$ cat src/rtl/r88_pkg.sv
`default_nettype none
// +------------------------------------------------------------------------+
// | Module      : r88_pkg                                                  |
// | Description : Shared definitions for the Rocket88 ALU sequencer:       |
// |               ALU op encodings, status-flag bit positions, sequencer   |
// |               state encoding and small op-classification helpers.     |
// | Ports       : none (package)                                           |
// | Config      : R88_BCD_EN is consumed by the modules, not the package.  |
// | Revision    : 1.0  initial release                                     |
// +------------------------------------------------------------------------+
package r88_pkg;

   // ALU operation encodings
   localparam logic [2:0] R88_OP_PASS = 3'd0;
   localparam logic [2:0] R88_OP_SHL  = 3'd1;
   localparam logic [2:0] R88_OP_SHR  = 3'd2;
   localparam logic [2:0] R88_OP_ADD  = 3'd3;
   localparam logic [2:0] R88_OP_SUB  = 3'd4;
   localparam logic [2:0] R88_OP_OR   = 3'd5;
   localparam logic [2:0] R88_OP_AND  = 3'd6;
   localparam logic [2:0] R88_OP_XOR  = 3'd7;

   // Bit positions inside the {D,N,Z,C} flag vector
   localparam int unsigned R88_FLAG_C = 0;
   localparam int unsigned R88_FLAG_Z = 1;
   localparam int unsigned R88_FLAG_N = 2;
   localparam int unsigned R88_FLAG_D = 3;

   // Sequencer states
   typedef enum logic [1:0] {
      ST_IDLE  = 2'd0,
      ST_EXEC  = 2'd1,
      ST_LATCH = 2'd2,
      ST_DRIVE = 2'd3
   } r88State_t;

   // Only add and subtract have a 16-bit left operand.
   function automatic logic isWideOp(input logic [2:0] op);
      return (op == R88_OP_ADD) || (op == R88_OP_SUB);
   endfunction

   // Shifts and arithmetic report a carry; pass and logic ops leave C alone.
   function automatic logic writesCarry(input logic [2:0] op);
      logic result;
      case (op)
         R88_OP_SHL, R88_OP_SHR, R88_OP_ADD, R88_OP_SUB: result = 1'b1;
         R88_OP_PASS, R88_OP_OR, R88_OP_AND, R88_OP_XOR: result = 1'b0;
         default:                                        result = 1'b0;
      endcase
      return result;
   endfunction

endpackage : r88_pkg
`default_nettype wire

$ cat src/rtl/r88_alu_seq_if.sv
`default_nettype none
// +------------------------------------------------------------------------+
// | Module      : r88_alu_seq_if                                           |
// | Description : Bundle of request, flag-write, ALU control/feedback and  |
// |               result signals between the requester/ALU side (master)  |
// |               and the sequencer (slave).                               |
// | Ports       : request  - reqValid/reqReady/reqOp/reqWide/reqUseCarry/ |
// |                          reqInvert/reqRightBus                         |
// |               flags    - flagWe/flagIn, flags                          |
// |               ALU ctl  - aluOp/regLeft16/carryIn/invOut/decMode/       |
// |                          carryInEn/rightSel/aluResult/loadResult       |
// |               ALU in   - carryOut/highOut/busIn                        |
// |               result   - done/resultLo/resultHi                        |
// | Revision    : 1.0  initial release                                     |
// +------------------------------------------------------------------------+
interface r88_alu_seq_if;
   logic       reqValid;
   logic       reqReady;
   logic [2:0] reqOp;
   logic       reqWide;
   logic       reqUseCarry;
   logic       reqInvert;
   logic       reqRightBus;
   logic       flagWe;
   logic [3:0] flagIn;
   logic [2:0] aluOp;
   logic       regLeft16;
   logic       carryIn;
   logic       invOut;
   logic       decMode;
   logic       carryInEn;
   logic       rightSel;
   logic       aluResult;
   logic       loadResult;
   logic       carryOut;
   logic [7:0] highOut;
   logic [7:0] busIn;
   logic       done;
   logic [7:0] resultLo;
   logic [7:0] resultHi;
   logic [3:0] flags;

   modport master (
      output reqValid, reqOp, reqWide, reqUseCarry, reqInvert, reqRightBus,
      output flagWe, flagIn, carryOut, highOut, busIn,
      input  reqReady, aluOp, regLeft16, carryIn, invOut, decMode,
      input  carryInEn, rightSel, aluResult, loadResult,
      input  done, resultLo, resultHi, flags
   );

   modport slave (
      input  reqValid, reqOp, reqWide, reqUseCarry, reqInvert, reqRightBus,
      input  flagWe, flagIn, carryOut, highOut, busIn,
      output reqReady, aluOp, regLeft16, carryIn, invOut, decMode,
      output carryInEn, rightSel, aluResult, loadResult,
      output done, resultLo, resultHi, flags
   );
endinterface : r88_alu_seq_if
`default_nettype wire

$ cat src/rtl/r88_flag_unit.sv
`default_nettype none
// +------------------------------------------------------------------------+
// | Module      : r88_flag_unit                                            |
// | Description : {D,N,Z,C} status register. Loads all flags from a direct |
// |               write strobe; at the end of an operation overwrites Z/N  |
// |               (and C for carry-producing ops) from the ALU result.     |
// | Ports       : sysClock, sysResetN (async, active-low)                  |
// |               flagWe/flagIn    direct write                            |
// |               opDone           last cycle of an operation (DRIVE)      |
// |               op/wideOp        operation in flight                     |
// |               carryOut/highOut/busIn  ALU result inputs                |
// |               flags            registered {D,N,Z,C}                    |
// | Config      : R88_BCD_EN defined -> D is a writable flag;              |
// |               undefined -> D is held at 0 and flagIn[3] is ignored.    |
// | Revision    : 1.0  initial release                                     |
// +------------------------------------------------------------------------+
module r88_flag_unit
   import r88_pkg::*;
(
   input  wire logic       sysClock,
   input  wire logic       sysResetN,
   input  wire logic       flagWe,
   input  wire logic [3:0] flagIn,
   input  wire logic       opDone,
   input  wire logic [2:0] op,
   input  wire logic       wideOp,
   input  wire logic       carryOut,
   input  wire logic [7:0] highOut,
   input  wire logic [7:0] busIn,
   output logic      [3:0] flags
);

   logic [3:0] r_flags;
   logic [3:0] w_flagsNext;
   logic [3:0] w_flagInMasked;

`ifdef R88_BCD_EN
   assign w_flagInMasked = flagIn;
`else
   // D does not exist in this build; the write value for it is dropped.
   logic w_unusedBcdIn;
   assign w_unusedBcdIn  = flagIn[R88_FLAG_D];
   assign w_flagInMasked = {1'b0, flagIn[2:0]};
`endif

   // The operation's C/Z/N are applied after the direct write so that they
   // take priority on a collision; D only ever comes from the direct write.
   always_comb begin
      w_flagsNext = r_flags;
      if (flagWe) begin
         w_flagsNext = w_flagInMasked;
      end
      if (opDone) begin
         if (writesCarry(op)) begin
            w_flagsNext[R88_FLAG_C] = carryOut;
         end
         w_flagsNext[R88_FLAG_Z] = wideOp ? ({highOut, busIn} == 16'h0000)
                                          : (busIn == 8'h00);
         w_flagsNext[R88_FLAG_N] = wideOp ? highOut[7] : busIn[7];
      end
   end

   always_ff @(posedge sysClock or negedge sysResetN) begin
      if (!sysResetN) begin
         r_flags <= 4'h0;
      end else begin
         r_flags <= w_flagsNext;
      end
   end

   assign flags = r_flags;

endmodule : r88_flag_unit
`default_nettype wire

$ cat src/rtl/r88_alu_seq.sv
`default_nettype none
// +------------------------------------------------------------------------+
// | Module      : r88_alu_seq                                              |
// | Description : Rocket88 ALU sequencer. Accepts one request per          |
// |               handshake, steps the ALU through EXEC/LATCH/DRIVE,       |
// |               captures the result and updates the status flags.        |
// | Ports       : sysClock   system clock (rising edge)                    |
// |               sysResetN  asynchronous active-low reset                 |
// |               bus        r88_alu_seq_if.slave (request, ALU controls,  |
// |                          ALU feedback, results, flags)                 |
// | Config      : R88_BCD_EN defined -> decMode follows the D flag;        |
// |               undefined -> decMode is tied to 0.                       |
// | Revision    : 1.0  initial release                                     |
// +------------------------------------------------------------------------+
module r88_alu_seq
   import r88_pkg::*;
(
   input  wire logic    sysClock,
   input  wire logic    sysResetN,
   r88_alu_seq_if.slave bus
);

   r88State_t  r_state;
   logic [2:0] r_aluOp;
   logic       r_regLeft16;
   logic       r_carryInEn;
   logic       r_rightSel;
   logic       r_invOut;
   logic       r_loadResult;
   logic       r_aluResult;
   logic       r_done;
   logic [7:0] r_resultLo;
   logic [7:0] r_resultHi;
   logic [3:0] w_flags;

   // Control outputs are registered: they are loaded on accept, held through
   // DRIVE and cleared on the way back to IDLE. The strobes are set one state
   // ahead so they are high exactly during LATCH and DRIVE respectively.
   always_ff @(posedge sysClock or negedge sysResetN) begin
      if (!sysResetN) begin
         r_state      <= ST_IDLE;
         r_aluOp      <= 3'd0;
         r_regLeft16  <= 1'b0;
         r_carryInEn  <= 1'b0;
         r_rightSel   <= 1'b0;
         r_invOut     <= 1'b0;
         r_loadResult <= 1'b0;
         r_aluResult  <= 1'b0;
         r_done       <= 1'b0;
         r_resultLo   <= 8'h00;
         r_resultHi   <= 8'h00;
      end else begin
         r_done <= 1'b0;
         case (r_state)
            ST_IDLE: begin
               if (bus.reqValid) begin
                  r_state     <= ST_EXEC;
                  r_aluOp     <= bus.reqOp;
                  // The wide operand is only meaningful for add/sub.
                  r_regLeft16 <= bus.reqWide & isWideOp(bus.reqOp);
                  r_carryInEn <= bus.reqUseCarry;
                  r_rightSel  <= bus.reqRightBus;
                  r_invOut    <= bus.reqInvert;
               end
            end
            ST_EXEC: begin
               r_state      <= ST_LATCH;
               r_loadResult <= 1'b1;
            end
            ST_LATCH: begin
               r_state      <= ST_DRIVE;
               r_loadResult <= 1'b0;
               r_aluResult  <= 1'b1;
            end
            ST_DRIVE: begin
               r_state     <= ST_IDLE;
               r_aluResult <= 1'b0;
               r_aluOp     <= 3'd0;
               r_regLeft16 <= 1'b0;
               r_carryInEn <= 1'b0;
               r_rightSel  <= 1'b0;
               r_invOut    <= 1'b0;
               r_done      <= 1'b1;
               r_resultLo  <= bus.busIn;
               r_resultHi  <= r_regLeft16 ? bus.highOut : 8'h00;
            end
            default: begin
               r_state <= ST_IDLE;
            end
         endcase
      end
   end

   // Flag update uses the still-held request registers during DRIVE.
   r88_flag_unit u_flagUnit (
      .sysClock  (sysClock),
      .sysResetN (sysResetN),
      .flagWe    (bus.flagWe),
      .flagIn    (bus.flagIn),
      .opDone    (r_state == ST_DRIVE),
      .op        (r_aluOp),
      .wideOp    (r_regLeft16),
      .carryOut  (bus.carryOut),
      .highOut   (bus.highOut),
      .busIn     (bus.busIn),
      .flags     (w_flags)
   );

   assign bus.reqReady   = (r_state == ST_IDLE);
   assign bus.aluOp      = r_aluOp;
   assign bus.regLeft16  = r_regLeft16;
   assign bus.carryInEn  = r_carryInEn;
   assign bus.rightSel   = r_rightSel;
   assign bus.invOut     = r_invOut;
   assign bus.loadResult = r_loadResult;
   assign bus.aluResult  = r_aluResult;
   assign bus.carryIn    = w_flags[R88_FLAG_C];
`ifdef R88_BCD_EN
   assign bus.decMode    = w_flags[R88_FLAG_D];
`else
   assign bus.decMode    = 1'b0;
`endif
   assign bus.done       = r_done;
   assign bus.resultLo   = r_resultLo;
   assign bus.resultHi   = r_resultHi;
   assign bus.flags      = w_flags;

endmodule : r88_alu_seq
`default_nettype wire

$ cat src/flat_wrapper.sv
// flat-port wrapper written by rule: the top's interface ports become plain ports
module r88_alu_seq_flat import r88_pkg::*;
  (sysClock, sysResetN, bus_reqValid, bus_reqOp, bus_reqWide, bus_reqUseCarry, bus_reqInvert, bus_reqRightBus, bus_flagWe, bus_flagIn, bus_carryOut, bus_highOut, bus_busIn, bus_reqReady, bus_aluOp, bus_regLeft16, bus_carryIn, bus_invOut, bus_decMode, bus_carryInEn, bus_rightSel, bus_aluResult, bus_loadResult, bus_done, bus_resultLo, bus_resultHi, bus_flags);
  r88_alu_seq_if bus_i ();
  input  wire logic sysClock;
  input  wire logic sysResetN;
  input wire logic [$bits(bus_i.reqValid)-1:0] bus_reqValid;
  input wire logic [$bits(bus_i.reqOp)-1:0] bus_reqOp;
  input wire logic [$bits(bus_i.reqWide)-1:0] bus_reqWide;
  input wire logic [$bits(bus_i.reqUseCarry)-1:0] bus_reqUseCarry;
  input wire logic [$bits(bus_i.reqInvert)-1:0] bus_reqInvert;
  input wire logic [$bits(bus_i.reqRightBus)-1:0] bus_reqRightBus;
  input wire logic [$bits(bus_i.flagWe)-1:0] bus_flagWe;
  input wire logic [$bits(bus_i.flagIn)-1:0] bus_flagIn;
  input wire logic [$bits(bus_i.carryOut)-1:0] bus_carryOut;
  input wire logic [$bits(bus_i.highOut)-1:0] bus_highOut;
  input wire logic [$bits(bus_i.busIn)-1:0] bus_busIn;
  output wire logic [$bits(bus_i.reqReady)-1:0] bus_reqReady;
  output wire logic [$bits(bus_i.aluOp)-1:0] bus_aluOp;
  output wire logic [$bits(bus_i.regLeft16)-1:0] bus_regLeft16;
  output wire logic [$bits(bus_i.carryIn)-1:0] bus_carryIn;
  output wire logic [$bits(bus_i.invOut)-1:0] bus_invOut;
  output wire logic [$bits(bus_i.decMode)-1:0] bus_decMode;
  output wire logic [$bits(bus_i.carryInEn)-1:0] bus_carryInEn;
  output wire logic [$bits(bus_i.rightSel)-1:0] bus_rightSel;
  output wire logic [$bits(bus_i.aluResult)-1:0] bus_aluResult;
  output wire logic [$bits(bus_i.loadResult)-1:0] bus_loadResult;
  output wire logic [$bits(bus_i.done)-1:0] bus_done;
  output wire logic [$bits(bus_i.resultLo)-1:0] bus_resultLo;
  output wire logic [$bits(bus_i.resultHi)-1:0] bus_resultHi;
  output wire logic [$bits(bus_i.flags)-1:0] bus_flags;
  assign bus_i.reqValid = bus_reqValid;
  assign bus_i.reqOp = bus_reqOp;
  assign bus_i.reqWide = bus_reqWide;
  assign bus_i.reqUseCarry = bus_reqUseCarry;
  assign bus_i.reqInvert = bus_reqInvert;
  assign bus_i.reqRightBus = bus_reqRightBus;
  assign bus_i.flagWe = bus_flagWe;
  assign bus_i.flagIn = bus_flagIn;
  assign bus_i.carryOut = bus_carryOut;
  assign bus_i.highOut = bus_highOut;
  assign bus_i.busIn = bus_busIn;
  assign bus_reqReady = bus_i.reqReady;
  assign bus_aluOp = bus_i.aluOp;
  assign bus_regLeft16 = bus_i.regLeft16;
  assign bus_carryIn = bus_i.carryIn;
  assign bus_invOut = bus_i.invOut;
  assign bus_decMode = bus_i.decMode;
  assign bus_carryInEn = bus_i.carryInEn;
  assign bus_rightSel = bus_i.rightSel;
  assign bus_aluResult = bus_i.aluResult;
  assign bus_loadResult = bus_i.loadResult;
  assign bus_done = bus_i.done;
  assign bus_resultLo = bus_i.resultLo;
  assign bus_resultHi = bus_i.resultHi;
  assign bus_flags = bus_i.flags;
  r88_alu_seq u_core (.sysClock(sysClock), .sysResetN(sysResetN), .bus(bus_i));
endmodule
$ cat config.mk
export PLATFORM = sky130hd
export DESIGN_NAME = r88_alu_seq_flat
export DESIGN_NICKNAME = d
export VERILOG_FILES = /design/src/rtl/r88_pkg.sv /design/src/rtl/r88_alu_seq_if.sv /design/src/rtl/r88_flag_unit.sv /design/src/rtl/r88_alu_seq.sv /design/src/flat_wrapper.sv
export SDC_FILE = /design/constraint.sdc
export NUM_CORES = 1
export LEC_CHECK = 0
export BUFFER_PORTS_ARGS = -buffer_cell sky130_fd_sc_hd__buf_2
export CORE_MARGIN = 5
export CORE_UTILIZATION = 31
export DETAILED_ROUTE_END_ITERATION = 10
export GPL_TIMING_DRIVEN = 0
export SLEW_MARGIN = 20
export SYNTH_ARGS = -nofsm -noshare
export SYNTH_HDL_FRONTEND = slang
export SYNTH_HIERARCHICAL = 1
export SYNTH_SLANG_ARGS = --single-unit
export TNS_END_PERCENT = 100
$ cat constraint.sdc
create_clock -name sysClock -period 3.11 [get_ports sysClock]
set_input_delay 0.622 -clock sysClock [delete_from_list [all_inputs] [get_ports sysClock]]
set_output_delay 0.622 -clock sysClock [all_outputs]
set_load 0.01 [all_outputs]
-- Yosys cells after proc, flatten, opt, wreduce, memory -nomap -nowiden
Memory sizes are Yosys's and may differ from the RTL's.
Cells that the tools add are included.
- register bits: 31
- bits in read-only memories: 8
- bits of input ports: 32
- output and inout bits: 33
- word-level logic and storage cells: 52
- memories: 1
- memories (name ; depth ; bits a word ; rd ports ; clocked after memory_dff ; wr ports ; line ; text):
    (no name shown) ; 8 ; 1 ; 1 ; 0 ; 0 ; r88_pkg.sv:45 ; case (op)
- eq/ne operators: 6
- mux-type cells: 22
- bitwise operators: 1
- reductions and logical operators: 9
- operators by type and width (kind ; number):
    zero test 16 bit ; 1
    one-hot mux 1 bit (2 select lines) ; 6
    2-to-1 mux 1 bit ; 9
    2-to-1 mux 3 bit ; 3
    zero test 8 bit ; 1
    2-to-1 mux 8 bit ; 1
    one-hot mux 2 bit (4 select lines) ; 1
    nonzero test 2 bit ; 4
    one-hot mux 3 bit (2 select lines) ; 1
    equality test 2 bit (second input constant) ; 2
    equality test 3 x 2 -> 1 bit (second input constant) ; 1
    equality test 3 bit (second input constant) ; 1
    equality test 2 x 1 -> 1 bit (second input constant) ; 1
    zero test 2 bit ; 1
    2-to-1 mux 2 bit ; 1
    != test 2 bit (second input constant) ; 1
    AND reduction 2 bit ; 1
    bitwise AND 1 bit ; 1
    logical OR 1 bit ; 1

-- Logic depth before layout (Yosys ltp)
Gate-level depths: netlist (run 1).
- depth after elaboration: 5
- depth in mapped cells: 6
- mapped depth without buffers: 5

-- Hierarchy
Netlist (run 1), hierarchy kept.
- modules (own cells, without submodules) (module ; times used ; cells an instance ; area each (um2) ; sequential area each (um2)):
    r88_alu_seq ; 1 ; 103 ; 1207.4 ; 700.7
    r88_flag_unit ; 1 ; 23 ; 217.7 ; 75.1

-- Worst setup path before layout (run 1)
OpenSTA, ideal clock, no wires.
- kind: flip-flop to flip-flop
- from: register u_core.r_state[1]
- to: register u_core.r_aluOp[0] (netlist: u_core/bus.aluOp[0])
- setup time: 0.121 ns
- arrival: 1.319 ns
- required time: 2.989 ns
- setup slack: 1.670 ns
- cell stages (with the launch flop): 7
- buffers on the path: 2
- period minus slack after synthesis: 1.440 ns
- path through: dfrtp_1 -> ha_1 -> buf_6 -> nor2b_2 -> buf_6 -> a22o_1 -> a22o_1
- cells in the longest elaborated chain, start to end: 3
- elaborated cells on any way between the ends: 6
- those cells by class: eq/ne (2); mux (1); reduce/logical (3)
- ends and longest elaborated chain (item ; line ; text):
    start: declaration ; r88_alu_seq.sv:23 ; r88State_t r_state;
    start signal: assignment ; r88_alu_seq.sv:41 ; r_state <= ST_IDLE;
    start signal: assignment ; r88_alu_seq.sv:57 ; r_state <= ST_EXEC;
    start signal: assignment ; r88_alu_seq.sv:67 ; r_state <= ST_LATCH;
    equality test 2 bit or zero test 2 bit (tied branches) ; r88_alu_seq.sv:54 ; case (r_state)
    nonzero test 2 bit (no line) or != test 2 bit (tied branches) ; n/a ;
    AND reduction 2 bit (no line) ; n/a ;
    end signal: assignment ; r88_alu_seq.sv:58 ; r_aluOp <= bus.reqOp;
    end: declaration ; r88_alu_seq.sv:24 ; logic [2:0] r_aluOp;
Several ways; a longest one is shown, not always the timed one.
A chain may end at the register's enable or synchronous reset.

-- Final worst setup path (run 1)
- from: register u_core.r_state[0]
- to: output port bus_reqReady
- cells in the longest elaborated chain, start to end: 1
- ends and longest elaborated chain (item ; line ; text):
    zero test 2 bit ; r88_alu_seq.sv:109 ; assign bus.reqReady = (r_state == ST_IDLE);
    end: declaration ; flat_wrapper.sv:18 ; output wire logic [$bits(bus_i.reqReady)-1:0] bus_reqReady;
No other way between the ends.

==> metrics.log, run 1 <==
[metrics] run status: completed
[metrics] final cycle utilization of the critical path: 55.41%
[metrics] cell depth of the worst flop-to-flop path: 4
[metrics] clock transition at the registers of the reported paths: 0.06 ns
[metrics] maximum fanout along the worst path: 3
[metrics] Initial Util: 32.28%
[metrics] fin cells: 247
[metrics] final worst clock skew: 0.002694 ns
[metrics] final standard cell area without fillers: 1879 um2
[metrics] leak pwr: 0.0009686 uW
[metrics] Final setup violation count: 0
[metrics] shortest period the worst path allows: 1.723 ns
[metrics] hold bufs inserted after CTS: 0
[metrics] area of the die: 6053 um2
[metrics] post-place setup slack: 1.417 ns
[metrics] Final Slew Violations: 0
[metrics] Synth Area in Compound Gates: 15.10%
[metrics] register cell area after layout: 775.7 um2
[metrics] Area growth syn-to-layout: 31.87%
[metrics] CTS Buffer Depth: 2
[metrics] Row Count: 24
[metrics] largest family of logic cells by synthesized area: compound AO/OA/AOI/OAI gates
[metrics] required time reported for the critical path endpoint: 2.49 ns
[metrics] placed cells: 239
[metrics] antenna violations before repair: 0
[metrics] capturing element type of the critical path: output port
[metrics] Synth Flop Type: sky130_fd_sc_hd__dfrtp_1
[metrics] Placed Instance Area: 1795 um2
[metrics] buffers inserted by post-CTS timing repair: 0
[metrics] CTS tree: done
[metrics] area occupied by multi-input gates: 541.8 um2
[metrics] core box area: 4414 um2
[metrics] Hold/Removal Path Class: primary input to async pin
[metrics] worst supply voltage drop on vdd: 341.7 uV
[metrics] Max-slew headroom: 54.01%
[metrics] Routed Antenna Nets: 0
[metrics] transition time at the pin with the least slew margin: 0.6898 ns
[metrics] Die Y-Extent: 77.80 um
[metrics] fill cell total of the finished layout: 440
[metrics] CTS root buffer: sky130_fd_sc_hd__clkbuf_8
[metrics] number of global-route vias before repair: 1209
[metrics] Clock Latency Late Sink: 0.28 ns
[metrics] hold violation total from the final report: 0
[metrics] cell area after synthesis: 1425 um2
[metrics] number of DRC markers after the initial detailed-route iteration: 23
[metrics] share of cells above drive strength 1: 45.13%
[metrics] Cell variety after synth: 27
[metrics] global-route wire length before repair: 5761 um
[metrics] adder and majority cell fraction of the synthesized area: 2.634%
[metrics] startpoint kind of the worst setup timing path: flip-flop
[metrics] total routed wirelength: 3487 um
[metrics] DR WL/cell: 14.12 um
[metrics] Post-Syn Nets: 161
[metrics] final setup TNS: 0 ns
[metrics] RSZ-0062 raised after global routing: false
[metrics] Avg Cell Area, Syn: 11.31 um2
[metrics] WP data arrival: 1.10 ns
[metrics] minimum setup slack in the final design: 1.387 ns
[metrics] classification of the worst setup path: flip-flop to output port
[metrics] Yosys Warn Count: 6
[metrics] final antenna diode count: 0
[metrics] post-synthesis mux area share: 9.921%
[metrics] f_max: 580.2 MHz
[metrics] Clock Sinks: 31
[metrics] XOR/XNOR Fraction of Synth Area: 0%
[metrics] number of cells upsized or downsized after cts: 0
[metrics] width of the die: 77.80 um
[metrics] most frequent standard cell in the layout excluding fill and tap cells: sky130_fd_sc_hd__buf_2
[metrics] Post-Syn Instances: 126
[metrics] sequential-to-total area share from yosys stat: 54.43%
[metrics] EDFF count, synth: 0
[metrics] commonest cells after routing, fill and taps aside: sky130_fd_sc_hd__buf_2, sky130_fd_sc_hd__dfrtp_1, sky130_fd_sc_hd__inv_1, sky130_fd_sc_hd__a22o_1, sky130_fd_sc_hd__o21ai_0
[metrics] total routing resource utilization after global routing: 11.93%
[metrics] number of storage elements in the synthesis netlist: 31
[metrics] Port Buf Inserts: 61
[metrics] post-layout net count: 229
[metrics] router iterations before antenna repair: 4
[metrics] proportion of register bits with asynchronous set or reset after synthesis: 100.0%
[metrics] final core utilization: 42.57%
[metrics] largest net degree at the start of global routing: 32
[metrics] global placement routability congestion: 0.7967
[metrics] GR Overflow Total: 0
[metrics] average via count per standard cell: 4.834
[metrics] detailed placer's ending HPWL: 2666 um
[metrics] pwr/cell area: 918.6 nW/um2
[metrics] count of unresolved DRC violations after routing: 0
[metrics] number of top-level design ports: 65
[metrics] TritonCTS buffer count: 5
[metrics] vias after detailed routing: 1194
[metrics] share of synthesized cell area in and, or, nand and nor gates: 9.833%
[metrics] CTS H-tree depth: 2
[metrics] # Max-Cap Violations: 0
## where the power goes
group / internal (uW) / leakage [uW] / switching, uW
registers: 562 / 0.000393 / 94.8
logic: 375 / 0.000528 / 392
clock network: 153 / 0.0000477 / 150
## area by class of cell
| cell class | count | share of cell area [%] |
|---|---|---|
| flip-flops and latches | 31 | 41.28 |
| multi-input cells | 74 | 28.83 |
| repair buffers | 61 | 16.25 |
| clock buffers | 5 | 3.662 |
| well taps | 52 | 3.462 |
| plain buffers | 9 | 3.329 |
| inverters | 12 | 2.397 |
| clock inverters | 3 | 0.7989 |
## per-layer routing
| layer | global-route usage, % | wire length, um | vias up |
|---|---|---|---|
| met1 | 16.03 | 1620 | 556 |
| met2 | 16.69 | 1451 | 59 |
| met5 | 0 | 0 | - |
| li1 | - | - | 575 |
| met3 | 6.019 | 390 | 4 |
| met4 | 3.608 | 24 | 0 |
## through the flow
step	power [uW]	hold slack [ns]
2_1_floorplan	1155	0.3264
6_report	1726	0.3785
5_1_grt	1862	0.4403
3_5_place_dp	1447	0.4895
4_1_cts	1756	0.4097
3_3_place_gp	1437	0.4778
## logic make-up (layout without fill, tap and decap cells)
logic type	after synthesis	count (layout)
adders and majority gates	3	3
muxes	13	13
DFF	31	31
buffers and inverters	21	90
other	2	2
AOI/OAI and AO/OA	31	31
and+or+nand+nor	25	25
## final timing paths
path	from	endpoint	slack (ns)
max	u_core/r_state[0]	bus_reqReady	1.39
max reg2reg	u_core/r_state[1]	u_core/bus.resultLo[5]	1.45
min	sysResetN	u_core/bus.resultLo[6]	0.38
min in group sysClock	u_core/bus.resultLo[6]	u_core/bus.resultLo[6]	0.50
min reg2reg	u_core/bus.resultLo[6]	u_core/bus.resultLo[6]	0.50
max in group asynchronous	sysResetN	u_core/bus.resultHi[7]	2.28
## cells in the mapped netlist, types with 2 or more instances
| master | instances | share of area [%] |
|---|---|---|
| sky130_fd_sc_hd__a22o_1 | 12 | 7.4 |
| sky130_fd_sc_hd__conb_1 | 2 | 0.53 |
| sky130_fd_sc_hd__dfrtp_1 | 31 | 54 |
| sky130_fd_sc_hd__a21oi_1 | 2 | 0.70 |
| sky130_fd_sc_hd__inv_1 | 12 | 3.2 |
| sky130_fd_sc_hd__buf_2 | 2 | 0.70 |
| sky130_fd_sc_hd__buf_6 | 2 | 1.6 |
| sky130_fd_sc_hd__a31oi_1 | 2 | 0.88 |
| sky130_fd_sc_hd__buf_4 | 3 | 1.6 |
| sky130_fd_sc_hd__o21ai_0 | 11 | 3.9 |
| sky130_fd_sc_hd__nor2_1 | 6 | 1.6 |
| sky130_fd_sc_hd__clkbuf_1 | 2 | 0.53 |
| sky130_fd_sc_hd__nor4_1 | 2 | 0.88 |
| sky130_fd_sc_hd__mux2i_1 | 4 | 2.8 |
| sky130_fd_sc_hd__nand3_1 | 10 | 3.5 |
| sky130_fd_sc_hd__ha_1 | 3 | 2.6 |
| sky130_fd_sc_hd__nor2b_1 | 2 | 0.88 |
| sky130_fd_sc_hd__mux2_2 | 9 | 7.1 |
## critical path, cell delays in order, from the launching register on
cell                      delay, ns
sky130_fd_sc_hd__dfrtp_1       0.38
sky130_fd_sc_hd__inv_1         0.10
sky130_fd_sc_hd__ha_1          0.20
sky130_fd_sc_hd__buf_2         0.14
## flip-flops by register name, summed over array words and instances (netlist names), 2 cells and up
name                     cells
u_core/bus.aluOp             3
u_core/r_state               2
u_core/bus.resultLo          8
u_core/bus.resultHi          8
u_core/u_flagUnit/flags      3
No activity file was read; power rests on OpenSTA's default activity.
==> run 2: changes to the inputs <==
==> constraint.sdc (replaced) <==
create_clock -name sysClock -period 1.7 [get_ports sysClock]
set_input_delay 0.34 -clock sysClock [delete_from_list [all_inputs] [get_ports sysClock]]
set_output_delay 0.34 -clock sysClock [all_outputs]
set_load 0.01 [all_outputs]
==> metrics.log, run 2 (synthesized netlist as in run 1, its figures left out) <==
[metrics] run status: completed (unchanged)
[metrics] TritonCTS buffer count: 5 (unchanged)
[metrics] met1 wire length: 1625 um (was 1620 um)
[metrics] antenna violations before repair: 0 (unchanged)
[metrics] fill cell total of the finished layout: 438 (was 440)
[metrics] router iterations before antenna repair: 5 (was 4)
[metrics] largest net degree at the start of global routing: 32 (unchanged)
[metrics] required time reported for the critical path endpoint: 1.87 ns (was 2.49 ns)
[metrics] CTS H-tree depth: 2 (unchanged)
[metrics] Clock Sinks: 31 (unchanged)
[metrics] global placement routability congestion: 0.7967 (unchanged)
[metrics] shortest period the worst path allows: 1.577 ns
[metrics] final antenna diode count: 0 (unchanged)
[metrics] final cycle utilization of the critical path: 92.74%
[metrics] count of unresolved DRC violations after routing: 0 (unchanged)
[metrics] DR WL/cell: 14.12 um (about the same)
[metrics] Clock Latency Late Sink: 0.28 ns (about the same)
[metrics] GR Overflow Total: 0 (unchanged)
[metrics] post-place setup slack: 0.006611 ns (was 1.417 ns)
[metrics] launch instance of the worst register-to-register path: u_core/r_state[1] (unchanged)
[metrics] final setup TNS: 0 ns (unchanged)
[metrics] buffers inserted by post-CTS timing repair: 0 (unchanged)
[metrics] worst supply voltage drop on vdd: 627.2 uV (was 341.7 uV)
[metrics] number of DRC markers after the initial detailed-route iteration: 22 (was 23)
[metrics] vias after detailed routing: 1193 (was 1194)
[metrics] Port Buf Inserts: 61 (unchanged)
[metrics] classification of the worst setup path: flip-flop to flip-flop (was flip-flop to output port)
[metrics] startpoint kind of the worst setup timing path: flip-flop (unchanged)
[metrics] # Max-Cap Violations: 0 (unchanged)
[metrics] Initial Util: 32.28% (unchanged)
[metrics] WP data arrival: 1.75 ns (was 1.10 ns)
[metrics] number of global-route vias before repair: 1209 (unchanged)
[metrics] commonest cells after routing, fill and taps aside: sky130_fd_sc_hd__buf_2, sky130_fd_sc_hd__dfrtp_1, sky130_fd_sc_hd__inv_1, sky130_fd_sc_hd__a22o_1, sky130_fd_sc_hd__o21ai_0 (unchanged)
[metrics] Die Y-Extent: 77.80 um (unchanged)
[metrics] part of the power in registers: 37.9% (was 38.1%)
[metrics] post-layout net count: 229 (unchanged)
[metrics] clock transition at the registers of the reported paths: 0.07 ns (was 0.06 ns)
[metrics] final worst clock skew: 0.002967 ns (was 0.002694 ns)
[metrics] global-route wire length before repair: 5761 um (unchanged)
[metrics] number of cells upsized or downsized after cts: 0 (unchanged)
[metrics] Area growth syn-to-layout: 32.22% (was 31.87%)
[metrics] switching share of total power: 36.89% (was 36.86%)
[metrics] cell depth of the worst flop-to-flop path: 4 (unchanged)
[metrics] CTS root buffer: sky130_fd_sc_hd__clkbuf_8 (unchanged)
[metrics] capturing element type of the critical path: flip-flop (was output port)
[metrics] Final Slew Violations: 0 (unchanged)
[metrics] Routed met2 length: 1434 um (was 1451 um)
[metrics] leak pwr: 0.0009673 uW (was 0.0009686 uW)
[metrics] total routed wirelength: 3488 um (was 3487 um)
[metrics] internal power: 2002 uW (was 1090 uW)
[metrics] Net Switching: 1170 uW (was 636.3 uW)
[metrics] share of power burned in combinational logic: 44.6% (was 44.4%)
[metrics] f_max: 634.3 MHz
[metrics] cell type of the slowest stage on the worst timing path: sky130_fd_sc_hd__dfrtp_1 (unchanged)
[metrics] CTS tree: done (unchanged)
[metrics] Hold/Removal Path Class: primary input to async pin (unchanged)
[metrics] Final setup violation count: 0 (unchanged)
[metrics] destination of the worst register-to-register timing path: u_core/bus.resultLo[5] (unchanged)
[metrics] detailed placer's ending HPWL: 2666 um (unchanged)
[metrics] transition time at the pin with the least slew margin: 0.6896 ns (was 0.6898 ns)
[metrics] hold bufs inserted after CTS: 0 (unchanged)
[metrics] setup slack, reg-to-reg: 0.12 ns (was 1.45 ns)
[metrics] average via count per standard cell: 4.830 (was 4.834)
[metrics] maximum fanout along the worst path: 10 (was 3)
[metrics] number of top-level design ports: 65 (unchanged)
[metrics] RSZ-0062 raised after global routing: false (unchanged)
[metrics] proportion of power drawn by the clock network: 17.4% (was 17.5%)
[metrics] wire length on met3: 388 um (was 390 um)
[metrics] total routing resource utilization after global routing: 11.93% (unchanged)
[metrics] top cell family by delay on the critical path: buffers and inverters (was flip-flops)
[metrics] Row Count: 24 (unchanged)
[metrics] area of the die: 6053 um2 (unchanged)
[metrics] total power: 3172 uW (was 1726 uW)
[metrics] biggest cell delay along the critical path: 0.40 ns (was 0.38 ns)
[metrics] core box area: 4414 um2 (unchanged)
[metrics] width of the die: 77.80 um (unchanged)
[metrics] share of cells above drive strength 1: 46.15% (was 45.13%)
[metrics] top layer in use: met4 (unchanged)
[metrics] pwr/cell area: 1683 nW/um2 (was 918.6 nW/um2)
[metrics] sum of buffers and inverters on the critical path: 2 (unchanged)
[metrics] Routed Antenna Nets: 0 (unchanged)
[metrics] minimum setup slack in the final design: 0.1234 ns (was 1.387 ns)
[metrics] most frequent standard cell in the layout excluding fill and tap cells: sky130_fd_sc_hd__buf_2 (unchanged)
[metrics] hold violation total from the final report: 0 (unchanged)
[metrics] Max-slew headroom: 54.03% (was 54.01%)
[metrics] CTS Buffer Depth: 2 (unchanged)
[metrics] CP Cell Sequence: ha_2 -> buf_6 -> buf_2 -> mux2_2 (was inv_1 -> ha_1 -> buf_2)
-- run 2: cell count changes in the layout (fill, tap and decap cells not counted) --
cell,before,now
sky130_fd_sc_hd__nor2_2,0,1
sky130_fd_sc_hd__ha_2,0,1
sky130_fd_sc_hd__ha_1,3,2
sky130_fd_sc_hd__nor2_1,6,5
-- run 2: cell type report --
type | instances | area [um2] | share of cell area [%]
flip-flops and latches | 31 | 775.7 | 41.17
multi-input cells | 74 | 546.8 | 29.02
repair buffers | 61 | 305.3 | 16.20
clock buffers | 5 | 68.82 | 3.652
well taps | 52 | 65.06 | 3.453
plain buffers | 9 | 62.56 | 3.320
inverters | 12 | 45.04 | 2.390
clock inverters | 3 | 15.01 | 0.7968
-- run 2: worst reg2reg max path: cells and delay by family, from the launching register on --
kind,cells,cell delay (ns)
buffers and inverters,2,0.41
adder cells (fa/ha/maj),1,0.30
flip-flops,1,0.40
multiplexers,1,0.36
-- run 2: worst max-delay path by stage --
stage	from	end	depth (start not counted)
after floorplan	u_core/r_state[1]	u_core/bus.aluOp[0]	6
after global placement	u_core/r_state[1]	u_core/bus.resultLo[5]	4
after detailed placement	u_core/r_state[1]	u_core/bus.resultLo[5]	4
after CTS	u_core/r_state[1]	u_core/bus.resultLo[7]	4
after global routing	u_core/r_state[1]	u_core/bus.resultLo[7]	4
final	u_core/r_state[1]	u_core/bus.resultLo[5]	4
-- run 2: layer usage --
| layer | vias to the layer above | GRT usage (%) |
|---|---|---|
| met5 | - | 0 |
| met4 | 0 | 3.608 |
| met3 | 5 | 6.019 |
| met2 | 58 | 16.69 |
| met1 | 555 | 16.03 |
| li1 | 575 | - |
-- run 2: stage by stage --
stage	utilization [%]	cells	hold WS, ns	cell area, um2
CTS	42.57	247	0.1277	1879
global placement	40.67	239	0.4318	1795
floorplan	-	126	0.04441	1425
finish	42.69	247	0.09555	1884
detailed placement	40.67	239	0.4353	1795
global route	42.69	247	0.1583	1884
-- run 2: power by group through the flow --
stage	registers [uW]	clock network [uW]	logic (uW)
after global routing	1250	605	1570
after global placement	1220	0	1410
after floorplan	1330	0	781
after CTS	1210	573	1430
after detailed placement	1220	0	1430
final	1200	553	1420
==> run 3: changes to the inputs <==
--- a/config.mk
+++ b/config.mk
@@ -7,9 +7,10 @@
 export LEC_CHECK = 0
 export BUFFER_PORTS_ARGS = -buffer_cell sky130_fd_sc_hd__buf_2
 export CORE_MARGIN = 5
-export CORE_UTILIZATION = 31
+export CORE_UTILIZATION = 45
 export DETAILED_ROUTE_END_ITERATION = 10
 export GPL_TIMING_DRIVEN = 0
+export PLACE_DENSITY = 0.77
 export SLEW_MARGIN = 20
 export SYNTH_ARGS = -nofsm -noshare
 export SYNTH_HDL_FRONTEND = slang
==> metrics.log, run 3 (synthesized netlist as in run 1, its figures left out) <==
[metrics] run status: completed (unchanged)
[metrics] CP Cell Sequence: ha_2 -> buf_6 -> buf_2 -> mux2_2 (unchanged)
[metrics] Area growth syn-to-layout: 30.55% (was 32.22%)
[metrics] Final setup violation count: 0 (unchanged)
[metrics] router iterations before antenna repair: 4 (was 5)
[metrics] sum of buffers and inverters on the critical path: 2 (unchanged)
[metrics] Critical Path Stages: 4 (unchanged)
[metrics] share of cells above drive strength 1: 46.15% (unchanged)
[metrics] total routing resource utilization after global routing: 16.24% (was 11.93%)
[metrics] Net Switching: 1134 uW (was 1170 uW)
[metrics] shortest period the worst path allows: 1.545 ns (was 1.577 ns)
[metrics] CTS root buffer: sky130_fd_sc_hd__clkbuf_4 (was sky130_fd_sc_hd__clkbuf_8)
[metrics] cell type of the slowest stage on the worst timing path: sky130_fd_sc_hd__dfrtp_1 (unchanged)
[metrics] number of cells upsized or downsized after cts: 0 (unchanged)
[metrics] final worst clock skew: 0.01144 ns (was 0.002967 ns)
[metrics] total routed wirelength: 3311 um (was 3488 um)
[metrics] launch instance of the worst register-to-register path: u_core/r_state[1] (unchanged)
[metrics] Die Y-Extent: 66.28 um (was 77.80 um)
[metrics] setup slack, reg-to-reg: 0.15 ns (was 0.12 ns)
[metrics] vias after detailed routing: 1210 (was 1193)
[metrics] Port Buf Inserts: 61 (unchanged)
[metrics] part of the power in registers: 39.1% (was 37.9%)
[metrics] leak pwr: 0.0009615 uW (was 0.0009673 uW)
[metrics] largest net degree at the start of global routing: 32 (unchanged)
[metrics] detailed placer's ending HPWL: 2648 um (was 2666 um)
[metrics] average via count per standard cell: 5.063 (was 4.830)
[metrics] Routed Antenna Nets: 0 (unchanged)
[metrics] global-route wire length before repair: 5499 um (was 5761 um)
[metrics] WP data arrival: 1.75 ns (about the same)
[metrics] clock transition at the registers of the reported paths: 0.10 ns (was 0.07 ns)
[metrics] Max-slew headroom: 54.88% (was 54.03%)
[metrics] switching share of total power: 36.59% (was 36.89%)
[metrics] CTS Buffer Depth: 2 (unchanged)
[metrics] top cell family by delay on the critical path: flip-flops (was buffers and inverters)
[metrics] transition time at the pin with the least slew margin: 0.6767 ns (was 0.6896 ns)
[metrics] number of global-route vias before repair: 1204 (was 1209)
[metrics] GR Overflow Total: 0 (unchanged)
[metrics] area of the die: 4392 um2 (was 6053 um2)
[metrics] Hold/Removal Path Class: primary input to async pin (unchanged)
[metrics] # Max-Cap Violations: 0 (unchanged)
[metrics] share of power burned in combinational logic: 45.5% (was 44.6%)
[metrics] required time reported for the critical path endpoint: 1.90 ns (was 1.87 ns)
[metrics] Clock Latency Late Sink: 0.32 ns (was 0.28 ns)
[metrics] internal power: 1965 uW (was 2002 uW)
[metrics] hold violation total from the final report: 0 (unchanged)
[metrics] most frequent standard cell in the layout excluding fill and tap cells: sky130_fd_sc_hd__buf_2 (unchanged)
[metrics] f_max: 647.1 MHz (was 634.3 MHz)
[metrics] CTS H-tree depth: 2 (unchanged)
[metrics] RSZ-0062 raised after global routing: false (unchanged)
[metrics] maximum fanout along the worst path: 10 (unchanged)
[metrics] pwr/cell area: 1665 nW/um2 (was 1683 nW/um2)
[metrics] Final Slew Violations: 0 (unchanged)
[metrics] worst supply voltage drop on vdd: 736.8 uV (was 627.2 uV)
[metrics] global placement routability congestion: 0.7874 (was 0.7967)
[metrics] final setup TNS: 0 ns (unchanged)
[metrics] number of DRC markers after the initial detailed-route iteration: 74 (was 22)
[metrics] Clock Sinks: 31 (unchanged)
[metrics] commonest cells after routing, fill and taps aside: sky130_fd_sc_hd__buf_2, sky130_fd_sc_hd__dfrtp_1, sky130_fd_sc_hd__inv_1, sky130_fd_sc_hd__a22o_1, sky130_fd_sc_hd__o21ai_0 (unchanged)
[metrics] number of top-level design ports: 65 (unchanged)
[metrics] CTS tree: done (unchanged)
[metrics] cell depth of the worst flop-to-flop path: 4 (unchanged)
[metrics] startpoint kind of the worst setup timing path: flip-flop (unchanged)
[metrics] classification of the worst setup path: flip-flop to flip-flop (unchanged)
[metrics] buffers inserted by post-CTS timing repair: 0 (unchanged)
[metrics] DR WL/cell: 13.85 um (was 14.12 um)
[metrics] destination of the worst register-to-register timing path: u_core/bus.resultLo[6] (was u_core/bus.resultLo[5])
[metrics] width of the die: 66.28 um (was 77.80 um)
[metrics] proportion of power drawn by the clock network: 15.4% (was 17.4%)
[metrics] count of unresolved DRC violations after routing: 0 (unchanged)
[metrics] TritonCTS buffer count: 5 (unchanged)
[metrics] antenna violations before repair: 0 (unchanged)
[metrics] Initial Util: 46.68% (was 32.28%)
[metrics] hold bufs inserted after CTS: 0 (unchanged)
[metrics] core box area: 3053 um2 (was 4414 um2)
[metrics] final cycle utilization of the critical path: 90.90% (was 92.74%)
[metrics] capturing element type of the critical path: flip-flop (unchanged)
[metrics] final antenna diode count: 0 (unchanged)
[metrics] biggest cell delay along the critical path: 0.40 ns (about the same)
[metrics] worst hold slack after final layout: 0.04325 ns (was 0.09555 ns)
[metrics] Row Count: 20 (was 24)
[metrics] post-layout net count: 229 (unchanged)
run 3: worst max-delay path by stage:
| stage | startpoint | endpoint | slack (ns) |
|---|---|---|---|
| after global routing | u_core/r_state[1] | u_core/bus.resultLo[7] | 0.08 |
| after detailed placement | u_core/r_state[1] | u_core/bus.resultLo[6] | 0.09 |
| after CTS | u_core/r_state[1] | u_core/bus.resultLo[6] | 0.07 |
| after floorplan | u_core/r_state[1] | u_core/bus.aluOp[0] | 0.26 |
| after global placement | u_core/r_state[1] | u_core/bus.resultLo[6] | 0.11 |
| final | u_core/r_state[1] | u_core/bus.resultLo[6] | 0.15 |
run 3: per-stage QoR:
stage / instance area, um2 / setup slack, ns / utilization, % / total power (uW) / std cells
after global routing: 1861 / 0.08461 / 60.94 / 3348 / 239
after global placement: 1785 / 0.1147 / 58.48 / 2568 / 231
after CTS: 1854 / 0.07443 / 60.74 / 3117 / 239
after detailed placement: 1785 / 0.09020 / 58.48 / 2636 / 231
final: 1861 / 0.1547 / 60.94 / 3099 / 239
after floorplan: 1425 / 0.2596 / - / 2112 / 126
run 3: area by class of cell:
class                   instances  area (um2)
plain buffers                   9       63.81
clock buffers                   8       68.82
fillers                       272        1192
inverters                      12       45.04
multi-input cells              74       546.8
flip-flops and latches         31       775.7
well taps                      44       55.05
repair buffers                 61       305.3
run 3: power groups by stage:
stage	clock network [uW]	registers (uW)	logic (uW)
after floorplan	0	1330	781
after CTS	491	1210	1410
final	476	1210	1410
after global routing	532	1260	1560
after detailed placement	0	1230	1410
after global placement	0	1210	1360
run 3: layer usage:
metal / part of all wire [%] / global-route usage, %
met3: 10 / 6.633
met1: 44 / 20.56
met2: 44 / 25.53
met5: 0 / 0
met4: 1.0 / 4.315
